### config.mk
export PLATFORM = sky130hd
export DESIGN_NAME = spi_reg_bank_gen
export DESIGN_NICKNAME = d
export VERILOG_FILES = /design/src/rtl/spi_reg_bank_gen.sv
export SDC_FILE = /design/constraint.sdc
export NUM_CORES = 1
export LEC_CHECK = 0
export ABC_AREA = 1
export ABC_CLOCK_PERIOD_IN_PS = 1400
export BUFFER_PORTS_ARGS = -buffer_cell sky130_fd_sc_hd__buf_2
export CORE_MARGIN = 4
export CORE_UTILIZATION = 28
export DETAILED_ROUTE_END_ITERATION = 6
export PLACE_DENSITY = 0.53
export SYNTH_ARGS = -nofsm -noshare
export SYNTH_HDL_FRONTEND = slang
export SYNTH_SLANG_ARGS = --single-unit
### constraint.sdc
create_clock -name pclk -period 1.4 [get_ports pclk]
set_input_delay 0.14 -clock pclk [delete_from_list [all_inputs] [get_ports pclk]]
set_output_delay 0.14 -clock pclk [all_outputs]
set_load 0.005 [all_outputs]
### src/rtl/spi_reg_bank_gen.sv
// Register bank for the SPI master: CTRL, DIVIDER, SS and STATUS registers
// plus the TX/RX shift register, with auto slave-select and a sticky interrupt flag.
module spi_reg_bank_gen #(
  parameter int unsigned DATA_W = 32,
  parameter int unsigned NUM_SS = 8,
  parameter int unsigned ADDR_W = 8,
  localparam int unsigned CL_W = $clog2(DATA_W)
) (
  input  logic              pclk,
  input  logic              preset,
  input  logic              wr_en,
  input  logic              rd_en,
  input  logic [ADDR_W-1:0] paddr,
  input  logic [31:0]       pwdata,
  output logic [31:0]       prdata,
  input  logic              transfer,
  input  logic              miso_pad_i,
  input  logic              sample_en,
  input  logic              transfer_en,
  input  logic              bsy_clr,
  output logic              ie,
  output logic              lsb,
  output logic              cpol,
  output logic              cpha,
  output logic              go_bsy,
  output logic              ass,
  output logic [CL_W-1:0]   char_len,
  output logic [15:0]       divider,
  output logic [DATA_W-1:0] trx,
  output logic [NUM_SS-1:0] ss_o,
  output logic              irq
);

  localparam logic [ADDR_W-1:0] ADDR_TRX    = ADDR_W'(32'h00);
  localparam logic [ADDR_W-1:0] ADDR_CTRL   = ADDR_W'(32'h10);
  localparam logic [ADDR_W-1:0] ADDR_DIV    = ADDR_W'(32'h14);
  localparam logic [ADDR_W-1:0] ADDR_SS     = ADDR_W'(32'h18);
  localparam logic [ADDR_W-1:0] ADDR_STATUS = ADDR_W'(32'h1C);

  logic [CL_W-1:0]   char_len_q, char_len_d;
  logic              go_bsy_q, go_bsy_d;
  logic              cpha_q, cpha_d;
  logic              cpol_q, cpol_d;
  logic              lsb_q, lsb_d;
  logic              ie_q, ie_d;
  logic              ass_q, ass_d;
  logic [15:0]       divider_q, divider_d;
  logic [NUM_SS-1:0] ss_q, ss_d;
  logic              int_flag_q, int_flag_d;
  logic [DATA_W-1:0] trx_q, trx_d;
  logic              q_miso_q, q_miso_d;

  logic              wr_ok;
  logic              wr_trx, wr_ctrl, wr_div, wr_ss;
  logic              st_clr;
  int unsigned       n_len;
  logic [DATA_W-1:0] shl, shr, trx_shift;

  always_comb begin
    wr_ok   = wr_en & ~transfer;
    wr_trx  = wr_ok & (paddr == ADDR_TRX);
    wr_ctrl = wr_ok & (paddr == ADDR_CTRL);
    wr_div  = wr_ok & (paddr == ADDR_DIV);
    wr_ss   = wr_ok & (paddr == ADDR_SS);
    // The W1C on STATUS deliberately ignores the transfer lock.
    st_clr  = wr_en & (paddr == ADDR_STATUS) & pwdata[0];
  end

  // Only the low N bits of the register take part in a shift; bits >= N hold.
  always_comb begin
    n_len     = (char_len_q == '0) ? DATA_W : {{(32-CL_W){1'b0}}, char_len_q};
    shl       = {trx_q[DATA_W-2:0], q_miso_q};
    shr       = {1'b0, trx_q[DATA_W-1:1]};
    trx_shift = trx_q;
    for (int unsigned i = 0; i < DATA_W; i++) begin
      if (i < n_len) begin
        if (lsb_q) begin
          trx_shift[i] = (i == n_len - 1) ? q_miso_q : shr[i];
        end else begin
          trx_shift[i] = shl[i];
        end
      end
    end
  end

  always_comb begin
    char_len_d = char_len_q;
    cpha_d     = cpha_q;
    cpol_d     = cpol_q;
    lsb_d      = lsb_q;
    ie_d       = ie_q;
    ass_d      = ass_q;
    go_bsy_d   = go_bsy_q;
    if (wr_ctrl) begin
      char_len_d = pwdata[CL_W-1:0];
      go_bsy_d   = pwdata[8];
      cpha_d     = pwdata[9];
      cpol_d     = pwdata[10];
      lsb_d      = pwdata[11];
      ie_d       = pwdata[12];
      ass_d      = pwdata[13];
    end else if (bsy_clr) begin
      go_bsy_d = 1'b0;
    end
  end

  always_comb begin
    divider_d  = wr_div ? pwdata[15:0] : divider_q;
    ss_d       = wr_ss ? pwdata[NUM_SS-1:0] : ss_q;
    q_miso_d   = sample_en ? miso_pad_i : q_miso_q;
    int_flag_d = int_flag_q;
    if (bsy_clr) begin
      int_flag_d = 1'b1;
    end else if (st_clr) begin
      int_flag_d = 1'b0;
    end
    trx_d = trx_q;
    if (wr_trx) begin
      trx_d = pwdata[DATA_W-1:0];
    end else if (transfer_en) begin
      trx_d = trx_shift;
    end
  end

  always_ff @(posedge pclk) begin
    if (preset) begin
      char_len_q <= '0;
      go_bsy_q   <= 1'b0;
      cpha_q     <= 1'b0;
      cpol_q     <= 1'b0;
      lsb_q      <= 1'b0;
      ie_q       <= 1'b0;
      ass_q      <= 1'b0;
      divider_q  <= '1;
      ss_q       <= '0;
      int_flag_q <= 1'b0;
      trx_q      <= '0;
      q_miso_q   <= 1'b0;
    end else begin
      char_len_q <= char_len_d;
      go_bsy_q   <= go_bsy_d;
      cpha_q     <= cpha_d;
      cpol_q     <= cpol_d;
      lsb_q      <= lsb_d;
      ie_q       <= ie_d;
      ass_q      <= ass_d;
      divider_q  <= divider_d;
      ss_q       <= ss_d;
      int_flag_q <= int_flag_d;
      trx_q      <= trx_d;
      q_miso_q   <= q_miso_d;
    end
  end

  always_comb begin
    prdata = '0;
    if (rd_en) begin
      case (paddr)
        ADDR_TRX: prdata[DATA_W-1:0] = trx_q;
        ADDR_CTRL: begin
          prdata[CL_W-1:0] = char_len_q;
          prdata[8]        = go_bsy_q;
          prdata[9]        = cpha_q;
          prdata[10]       = cpol_q;
          prdata[11]       = lsb_q;
          prdata[12]       = ie_q;
          prdata[13]       = ass_q;
        end
        ADDR_DIV:    prdata[15:0] = divider_q;
        ADDR_SS:     prdata[NUM_SS-1:0] = ss_q;
        ADDR_STATUS: prdata[1:0] = {go_bsy_q, int_flag_q};
        default:     prdata = '0;
      endcase
    end
  end

  always_comb begin
    ie       = ie_q;
    lsb      = lsb_q;
    cpol     = cpol_q;
    cpha     = cpha_q;
    go_bsy   = go_bsy_q;
    ass      = ass_q;
    char_len = char_len_q;
    divider  = divider_q;
    trx      = trx_q;
    ss_o     = ass_q ? (ss_q & {NUM_SS{go_bsy_q}}) : ss_q;
    irq      = int_flag_q & ie_q;
  end

endmodule
==> results of run 1 <==
layer usage:
metal / up-vias / global-route usage (%)
li1: 3334 / -
met1: 3220 / 29.4
met3: 37 / 3.98
met2: 230 / 37.7
met4: 0 / 6.67
met5: - / 0
per-stage QoR:
step | worst slack [ps] | instances
after floorplan | -30.6 | 855
after global placement | -308 | 1294
after detailed placement | -342 | 1294
after CTS | -196 | 1328
after global routing | -303 | 1343
final | -251 | 1343
cells by family after synthesis:
group	after synthesis	synth area share (%)
AO/OA/AOI/OAI	186	20.0
buffers and inverters	158	13.2
flip-flops	69	27.6
AND/OR/NAND/NOR	442	39.2
timing repair:
action	CTS	global route
resized for setup	198	120
gates cloned	1	0
pin swaps	43	33
endpoints found under the setup margin	67	82
setup buffers	19	16
hold buffers	0	0
final timing paths:
path / to / slack [ps]
setup / recovery: prdata[2] / -250
hold / removal: int_flag_q / 30
setup reg to reg: trx[6] / -240
hold reg to reg: ss_q[0] / 480
worst min-delay path: stages:
cell	delay, ps
buf_2	100
a21oi_1	40
nor2_1	70
power by group through the flow:
stage | combinational [W] | sequential [W] | clock [W]
global route | 0.000700 | 0.00203 | 0.00248
finish | 0.000642 | 0.00202 | 0.00238
detailed placement | 0.000516 | 0.00207 | 0
CTS | 0.000581 | 0.00202 | 0.00240
floorplan | 0.000251 | 0.00206 | 0
global placement | 0.000514 | 0.00207 | 0
layout by cell type (no fill, tap or decap), types with 7 or more instances in the layout:
| cell type | n |
|---|---|
| a21oi_1 | 57 |
| a21oi_2 | 19 |
| buf_12 | 14 |
| buf_2 | 144 |
| buf_4 | 99 |
| buf_6 | 32 |
| clkbuf_16 | 9 |
| dfxtp_1 | 60 |
| inv_1 | 90 |
| inv_2 | 12 |
| nand2_1 | 163 |
| nand2_2 | 19 |
| nand2_4 | 19 |
| nand3_1 | 94 |
| nand3_2 | 17 |
| nand4_1 | 7 |
| nor2_1 | 67 |
| nor2_2 | 7 |
| nor2_4 | 14 |
| nor3_4 | 16 |
| o211ai_1 | 20 |
| o21ai_0 | 31 |
| o21ai_1 | 30 |
| o21ai_2 | 15 |
final cells by class:
type                       count  area, µm²  area share, %
tap                          225        282           3.33
sequential                    69       1400           16.6
multi-input combinational    628       3850           45.6
clock buffer                   9        225           2.67
timing repair buffer         292       2160           25.6
clock inverter                 7       75.1          0.889
inverter                     113        449           5.32
state kept, by name (all words and copies together) (netlist names):
signal      flops
ass             1
trx            32
char_len        5
ie              1
int_flag_q      1
q_miso_q        1
go_bsy          1
cpol            1
divider        16
cpha            1
lsb             1
ss_q            8
synth_stat cells (all sizes together) (5+ instances only):
library cell,count,area (µm²)
a21oi,77,385
buf,28,173
clkbuf,17,63.8
clkinv,5,18.8
dfxtp,69,1380
inv,108,405
nand2,202,778
nand3,117,598
nand4,7,43.8
nor2,90,405
nor3,19,95.1
o211ai,20,150
o21ai,79,395
or2,7,43.8
==> reports/metrics.cfg, run 1 <==
[timing]
max_freq_ghz = 0.606
period_needed_ps = 1650
tns_ps = -6980
timing_hold_violations_final = 0
worstMarginPinSlew_ps = 398
finalClockSkew_ps = 9.12
fin_crit_sh_pct = 118
grt_setup_unrepaired = true
max_slew_margin_pct = 73.5
setup_slack_ps = -251
setup_viol = 68
final-max-slew-violation-count = 0
whs_ps = 27.1

[setup_path]
crit_path_frequent_cell = buf_6
critPathMaxStageDelay_ps = 180
endpoint_kind = output pin
crit_chain = buf_6 > nor2_4 > nand3_4 > buf_6 > nor2_4 > buf_6 > nand2_4 > o211ai_1 > buf_4 > inv_2 > a21oi_2 > buf_2
critical-path-top-delay-family = buffers and inverters
worstPathRequired_ps = 1260
cp_num_buf_inv = 6
crit_path_top_delay_cell = buf_4
crit_fanout = 3
regToRegStartpoint = char_len[1]
r2r_cells = 13
start_kind = primary input
worstSetupPathType = in2out
arrival_ps = 1510
crit_start = paddr[6]
crit_cells = 12

[pwr]
intPower_w = 0.00362
ir_drop_v = 0.000591
power_frac_seq_pct = 40.1
clkPwrFrac_pct = 47.1
switchingPower_w = 0.00142
combPwrFrac_pct = 12.7
p_sw_share_pct = 28.1
leakagePower_nw = 4.13
power_density_nw_per_um2 = 597
total_power_w = 0.00504

[layout]
layout-drive-gt1-share_pct = 43.6
post-route-util_pct = 48.5
diodes = 0
stdcell_area_um2 = 8440
nFillCells = 1818
nNetsFinal = 1162
area_growth_pct = 68.5

[clocking]
cts_inserted_buffers = 9
clkSlewWorstSetupHoldPaths_ps = 60
cts_root_buffer = clkbuf_16
cts_htree_levels = 3
cts_tree = built
clockBufferDepth = 2
cts.sink_count = 69
clkLatencyLatePin_ps = 360

[min_path]
holdPathStages = 3
min_from = bsy_clr
min_path_type = in2reg

[grt]
grt_pass1_wl_mm = 35.6
antenna_found_initial = 0
grt_max_degree = 46
gr-total-overflow = 0
grt_use_total_pct = 22.4
grt_pass1_vias = 6420

[routing]
met3_length_mm = 1.30
vias_per_cell = 5.08
dr.pass1.iters = 5
routed_wl_mm = 23.6
top_layer = met4
wl_met2_mm = 11.5
wl_met1_mm = 10.4
routedWlPerCell_um = 17.6
drtIter0Drc = 490
drcViolationCount = 0
drtAntennaViolNets = 0
via_count = 6821

[die]
std_cell_rows = 48
core_area_um2 = 17400
die_area_um2 = 20100
die_x_um = 142
start_util_pct = 28.8
fp.dieH_um = 142
top_level_ports = 149

[logic_synthesis]
syn-cell-area_um2 = 5010
syn_nets = 904
synth_edf_count = 0
synth_seq_cells = 69
syn_avg_cell_area_um2 = 5.86
async_flop_share_pct = 0
synth_cell_type_count = 31
yosys_most_used_dff = dfxtp_1
ys_seq_area_share_pct = 27.6
yosysWarnings = 0
synthCells = 855

[status]
violations = setup timing
status = finished, violations left

[job]
drv_cap = 0

[placed_design]
gp_congestion = 0.923
placed_area_um2 = 6740
hpwl_mm = 17.0
port_buffers = 148

Power figures use the tool's default switching activity.
==> inputs of run 2 (changes only) <==
--- a/config.mk
+++ b/config.mk
@@ -12,6 +12,7 @@
 export CORE_UTILIZATION = 28
 export DETAILED_ROUTE_END_ITERATION = 6
 export PLACE_DENSITY = 0.53
+export SETUP_SLACK_MARGIN = 0.02
 export SYNTH_ARGS = -nofsm -noshare
 export SYNTH_HDL_FRONTEND = slang
 export SYNTH_SLANG_ARGS = --single-unit
==> reports/metrics.cfg, run 2 (synthesized netlist as in run 1, its figures left out) <==
[layout]
finalNonFillerCells = 1344  ; +0.074%
layout-drive-gt1-share_pct = 44.4  ; +0.77 points
post-route-util_pct = 49.0  ; +0.56 points
nFillCells = 1797  ; -1.2%
layout_common_cells = nand2_1, buf_2, buf_4
nNetsFinal = 1163  ; +0.086%
largest_reg_flops = 32  ; unchanged
diodes = 0  ; unchanged
mostFrequentLayoutCell = nand2_1
area_growth_pct = 70.4

[routing]
via_count = 6817  ; -0.059%
drtIter0Drc = 483  ; -1.4%
routed_wl_mm = 23.3  ; -1.0%
routedWlPerCell_um = 17.4  ; -1.1%
drcViolationCount = 0  ; unchanged
dr.pass1.iters = 5  ; unchanged
drtAntennaViolNets = 0  ; unchanged
vias_per_cell = 5.07  ; -0.13%

[setup_path]
crit_fanout = 3  ; unchanged
crit_chain = buf_6 > nor2_4 > nand3_4 > buf_6 > nor2_4 > buf_4 > nand2_2 > o211ai_1 > buf_4 > inv_2 > a21oi_2 > buf_2
crit_path_top_delay_cell = buf_4
arrival_ps = 1490  ; -20 ps
worstSetupPathType = in2out
worstPathRequired_ps = 1260  ; about the same
start_kind = primary input
endpoint_kind = output pin
critPathMaxStageDelay_ps = 160  ; -20 ps

[placed_design]
port_buffers = 148  ; unchanged
hpwl_mm = 17.0  ; unchanged
preCtsSetupSlack_ps = -342  ; unchanged
gp_congestion = 0.923  ; unchanged
dp_cells = 1294  ; unchanged

[die]
core_area_um2 = 17400  ; unchanged
die_area_um2 = 20100  ; unchanged
std_cell_rows = 48  ; unchanged
fp.dieH_um = 142  ; unchanged
top_level_ports = 149  ; unchanged
die_x_um = 142  ; unchanged
start_util_pct = 28.8  ; unchanged

[clocking]
cts_root_buffer = clkbuf_16
cts_tree = built
clkSlewWorstSetupHoldPaths_ps = 60  ; about the same
cts.sink_count = 69  ; unchanged
clockBufferDepth = 2  ; unchanged
clkLatencyLatePin_ps = 350  ; about the same
cts_inserted_buffers = 9  ; unchanged
cts_htree_levels = 3  ; unchanged

[pwr]
leakagePower_nw = 4.18  ; +0.98%
total_power_w = 0.00505  ; +0.24%
ir_drop_v = 0.000584  ; -1.3%
power_density_nw_per_um2 = 592  ; -0.90%

[job]
drv_cap = 0  ; unchanged

[grt]
antenna_found_initial = 0  ; unchanged
grt_use_total_pct = 22.5  ; about the same
grt_pass1_wl_mm = 35.5  ; about the same
grt_pass1_vias = 6447  ; +0.42%
gr-total-overflow = 0  ; unchanged
grt_max_degree = 46  ; unchanged

[timing]
period_needed_ps = 1630  ; -23.9 ps
max_slew_margin_pct = 74.1  ; +0.61 points
worstMarginPinSlew_ps = 388  ; -9.16 ps
timing_hold_violations_final = 0  ; unchanged
setup_viol = 68  ; unchanged
fin_crit_sh_pct = 116  ; -1.7 points
finalClockSkew_ps = 8.38  ; -0.741 ps
grt_setup_unrepaired = true
max_freq_ghz = 0.614  ; +1.5%
setup_slack_ps = -227  ; +23.9 ps
final-max-slew-violation-count = 0  ; unchanged

[status]
violations = setup timing
status = finished, violations left

[min_path]
min_path_type = in2reg

## run 2: per-layer routing
layer | track usage, % | wire length, µm
met1 | 29.5 | 10300
met2 | 37.4 | 11100
met3 | 3.84 | 1300
met4 | 7.32 | 650
met5 | 0 | 0
## run 2: worst paths after layout
| check | start | endpoint | cells past startpoint | slack, ps |
|---|---|---|---|---|
| max reg2reg | char_len[1] | trx[29] | 12 | -220 |
| min | bsy_clr | int_flag_q | 3 | 30 |
| min reg2reg | ss_q[0] | ss_q[0] | 2 | 480 |
| max | paddr[6] | prdata[2] | 12 | -230 |
## run 2: metrics by stage
step / TNS (ps) / area, µm² / hold WS [ps]
4_1_cts: -4650 / 7930 / 25.4
6_report: -7230 / 8540 / 28.1
3_5_place_dp: -15350 / 6740 / 386
2_1_floorplan: -147 / 5010 / 257
5_1_grt: -12630 / 8540 / 34.5
3_3_place_gp: -14830 / 6740 / 384
## run 2: layout make-up
cell class,count,area (µm²),share of cell area (%)
multi-input combinational,628,3930,46.0
inverter,113,439,5.14
tap,225,282,3.30
clock buffer,9,225,2.64
clock inverter,7,75.1,0.879
sequential,69,1400,16.4
timing repair buffer,293,2190,25.6
## run 2: timing repair
action,4_1_cts,5_1_grt
pin swaps,44,47
gates resized for setup,210,126
hold endpoints to repair,0,0
endpoints found under the setup margin,72,82
hold buffers,0,0
buffers inserted,19,18
cloned,1,0
## run 2: where the power goes
part | switching [W] | leakage [nW] | internal [W]
Sequential | 0.0000341 | 0.565 | 0.00199
Combinational | 0.000399 | 3.47 | 0.000251
Clock | 0.000993 | 0.138 | 0.00139
Total | 0.00143 | 4.18 | 0.00363
## run 2: worst max-delay path: cells and delay by family
family | cells | cell delay [ps]
compound gates | 2 | 200
buf+inv | 6 | 680
simple gates | 4 | 440
==> inputs of run 3 (changes only) <==
--- a/config.mk
+++ b/config.mk
@@ -12,6 +12,7 @@
 export CORE_UTILIZATION = 28
 export DETAILED_ROUTE_END_ITERATION = 6
 export PLACE_DENSITY = 0.53
+export REMOVE_ABC_BUFFERS = 1
 export SETUP_SLACK_MARGIN = 0.02
 export SYNTH_ARGS = -nofsm -noshare
 export SYNTH_HDL_FRONTEND = slang
==> reports/metrics.cfg, run 3 (synthesized netlist as in run 1, its figures left out) <==
[status]
status = finished, violations left
violations = setup timing

[setup_path]
start_kind = register
endpoint_kind = register
crit_fanout = 5  ; +2
regToRegStartpoint = char_len[1]
critPathMaxStageDelay_ps = 360  ; +200 ps
r2r_cells = 10  ; -2
critical-path-top-delay-family = simple AND/OR/NAND/NOR gates
cp_num_buf_inv = 4  ; -2
arrival_ps = 1840  ; +350 ps
crit_chain = buf_6 > nor2_8 > inv_2 > buf_6 > nor2_4 > nand2_2 > buf_4 > a21oi_2 > nor2_2 > nor3_1
crit_path_top_delay_cell = dfxtp_4
worstPathRequired_ps = 1680  ; +420 ps
worst_r2r_endpoint = trx[3]
worstSetupPathType = reg2reg
r2r_slack_ps = -160  ; +60 ps
crit_path_frequent_cell = buf_6

[layout]
largest_reg_flops = 32  ; unchanged
layout-drive-gt1-share_pct = 46.0  ; +1.6 points
post-route-util_pct = 49.5  ; +0.45 points
stdcell_area_um2 = 8620  ; +0.92%
layout_common_cells = nand2_1, buf_2, buf_4
mostFrequentLayoutCell = nand2_1
nFillCells = 1793  ; -0.22%
area_growth_pct = 72.0
diodes = 0  ; unchanged
nNetsFinal = 1176  ; +1.1%

[pwr]
clkPwrFrac_pct = 46.9  ; -0.2 points
switchingPower_w = 0.00151  ; +5.7%
leakagePower_nw = 4.17  ; -0.20%
power_density_nw_per_um2 = 583  ; -1.5%
p_sw_share_pct = 30.0  ; +1.8 points
intPower_w = 0.00352  ; -3.1%
ir_drop_v = 0.000660  ; +13%
power_frac_seq_pct = 40.1  ; about the same
combPwrFrac_pct = 13.0  ; about the same

[placed_design]
hpwl_mm = 17.1  ; +0.82%
port_buffers = 148  ; unchanged
placed_area_um2 = 6890  ; +2.2%
gp_congestion = 0.952  ; +3.2%

[timing]
grt_setup_unrepaired = true
fin_crit_sh_pct = 111  ; -4.8 points
final-max-slew-violation-count = 0  ; unchanged
worstMarginPinSlew_ps = 431  ; +42.2 ps
max_freq_ghz = 0.641  ; +4.3%
whs_ps = 14.4  ; -13.6 ps
setup_slack_ps = -161  ; +66.6 ps
timing_hold_violations_final = 0  ; unchanged
max_slew_margin_pct = 71.3  ; -2.8 points
finalClockSkew_ps = 11.4  ; +3.06 ps
tns_ps = -5300  ; +1930 ps
setup_viol = 57  ; -16%
period_needed_ps = 1560  ; -66.6 ps

[clocking]
cts_htree_levels = 3  ; unchanged
clockBufferDepth = 2  ; unchanged
ctsHoldBuffers = 0  ; unchanged
cts_inserted_buffers = 9  ; unchanged
cts_tree = built
cts_root_buffer = clkbuf_16
clkSlewWorstSetupHoldPaths_ps = 70  ; about the same
clkLatencyLatePin_ps = 360  ; about the same
cts.sink_count = 69  ; unchanged

[routing]
drtAntennaViolNets = 0  ; unchanged
drcViolationCount = 0  ; unchanged
drtIter0Drc = 476  ; -1.4%
dr.pass1.iters = 5  ; unchanged
via_count = 6808  ; -0.13%
vias_per_cell = 5.02  ; -1.1%
routed_wl_mm = 23.2  ; -0.39%
routedWlPerCell_um = 17.1  ; -1.3%

[grt]
grt_pass1_vias = 6571  ; +1.9%
gr-total-overflow = 0  ; unchanged
antenna_found_initial = 0  ; unchanged
grt_max_degree = 37  ; -20%
grt_use_total_pct = 22.6  ; +0.15 points
grt_pass1_wl_mm = 35.9  ; +0.91%

[die]
die_area_um2 = 20100  ; unchanged
std_cell_rows = 48  ; unchanged
core_area_um2 = 17400  ; unchanged
die_x_um = 142  ; unchanged
fp.dieH_um = 142  ; unchanged
top_level_ports = 149  ; unchanged
start_util_pct = 28.8  ; unchanged

[min_path]
min_path_type = in2reg
holdPathStages = 3  ; unchanged
holdPathEnd = q_miso_q
min_from = miso_pad_i

[job]
drv_cap = 0  ; unchanged

## run 3: final cells by class
class                      count  area [µm²]  area share (%)
timing repair buffer         306        2320            27.0
tap                          225         282            3.27
inverter                     113         452            5.24
clock buffer                   9         225            2.61
multi-input combinational    628        3850            44.7
sequential                    69        1410            16.3
clock inverter                 7        73.8           0.857
## run 3: metrics by stage
stage | setup slack, ps | total power [W] | cells
after global placement | -294 | 0.00259 | 1309
after global routing | -251 | 0.00521 | 1357
after detailed placement | -302 | 0.00260 | 1309
final | -161 | 0.00502 | 1357
after CTS | -171 | 0.00501 | 1348
after floorplan | -904 | 0.00229 | 810
## run 3: worst min-delay path, cell delays in order
cell and delay (ps):
buf_2 80, a21oi_1 50, nor2_1 70
## run 3: metal layers
metal / global-route usage (%) / wire, µm / share of wire, %
met2: 37.9 / 11200 / 48
met1: 30.0 / 10200 / 44
met5: 0 / 0 / 0
met4: 5.05 / 376 / 1.6
met3: 4.48 / 1480 / 6.4
## run 3: worst max path at each step
stage | startpoint | endpoint | slack, ps | depth (start not counted)
final | char_len[1] | trx[3] | -160 | 10
after global routing | char_len[1] | trx[15] | -250 | 10
after floorplan | lsb | trx[15] | -900 | 6
after global placement | char_len[2] | trx[26] | -290 | 8
after detailed placement | char_len[0] | trx[26] | -300 | 8
after CTS | char_len[1] | trx[17] | -170 | 11
## run 3: power by group through the flow
stage / Sequential (W) / Combinational [W] / Clock, W
floorplan: 0.00206 / 0.000225 / 0
global placement: 0.00207 / 0.000526 / 0
detailed placement: 0.00207 / 0.000528 / 0
CTS: 0.00201 / 0.000596 / 0.00240
global route: 0.00202 / 0.000714 / 0.00248
finish: 0.00201 / 0.000654 / 0.00236
## run 3: repair_timing
action / CTS / global route
endpoints found under the setup margin: 73 / 76
gates resized for setup: 201 / 129
pin swaps: 42 / 56
cloned: 2 / 1
setup buffers: 22 / 10
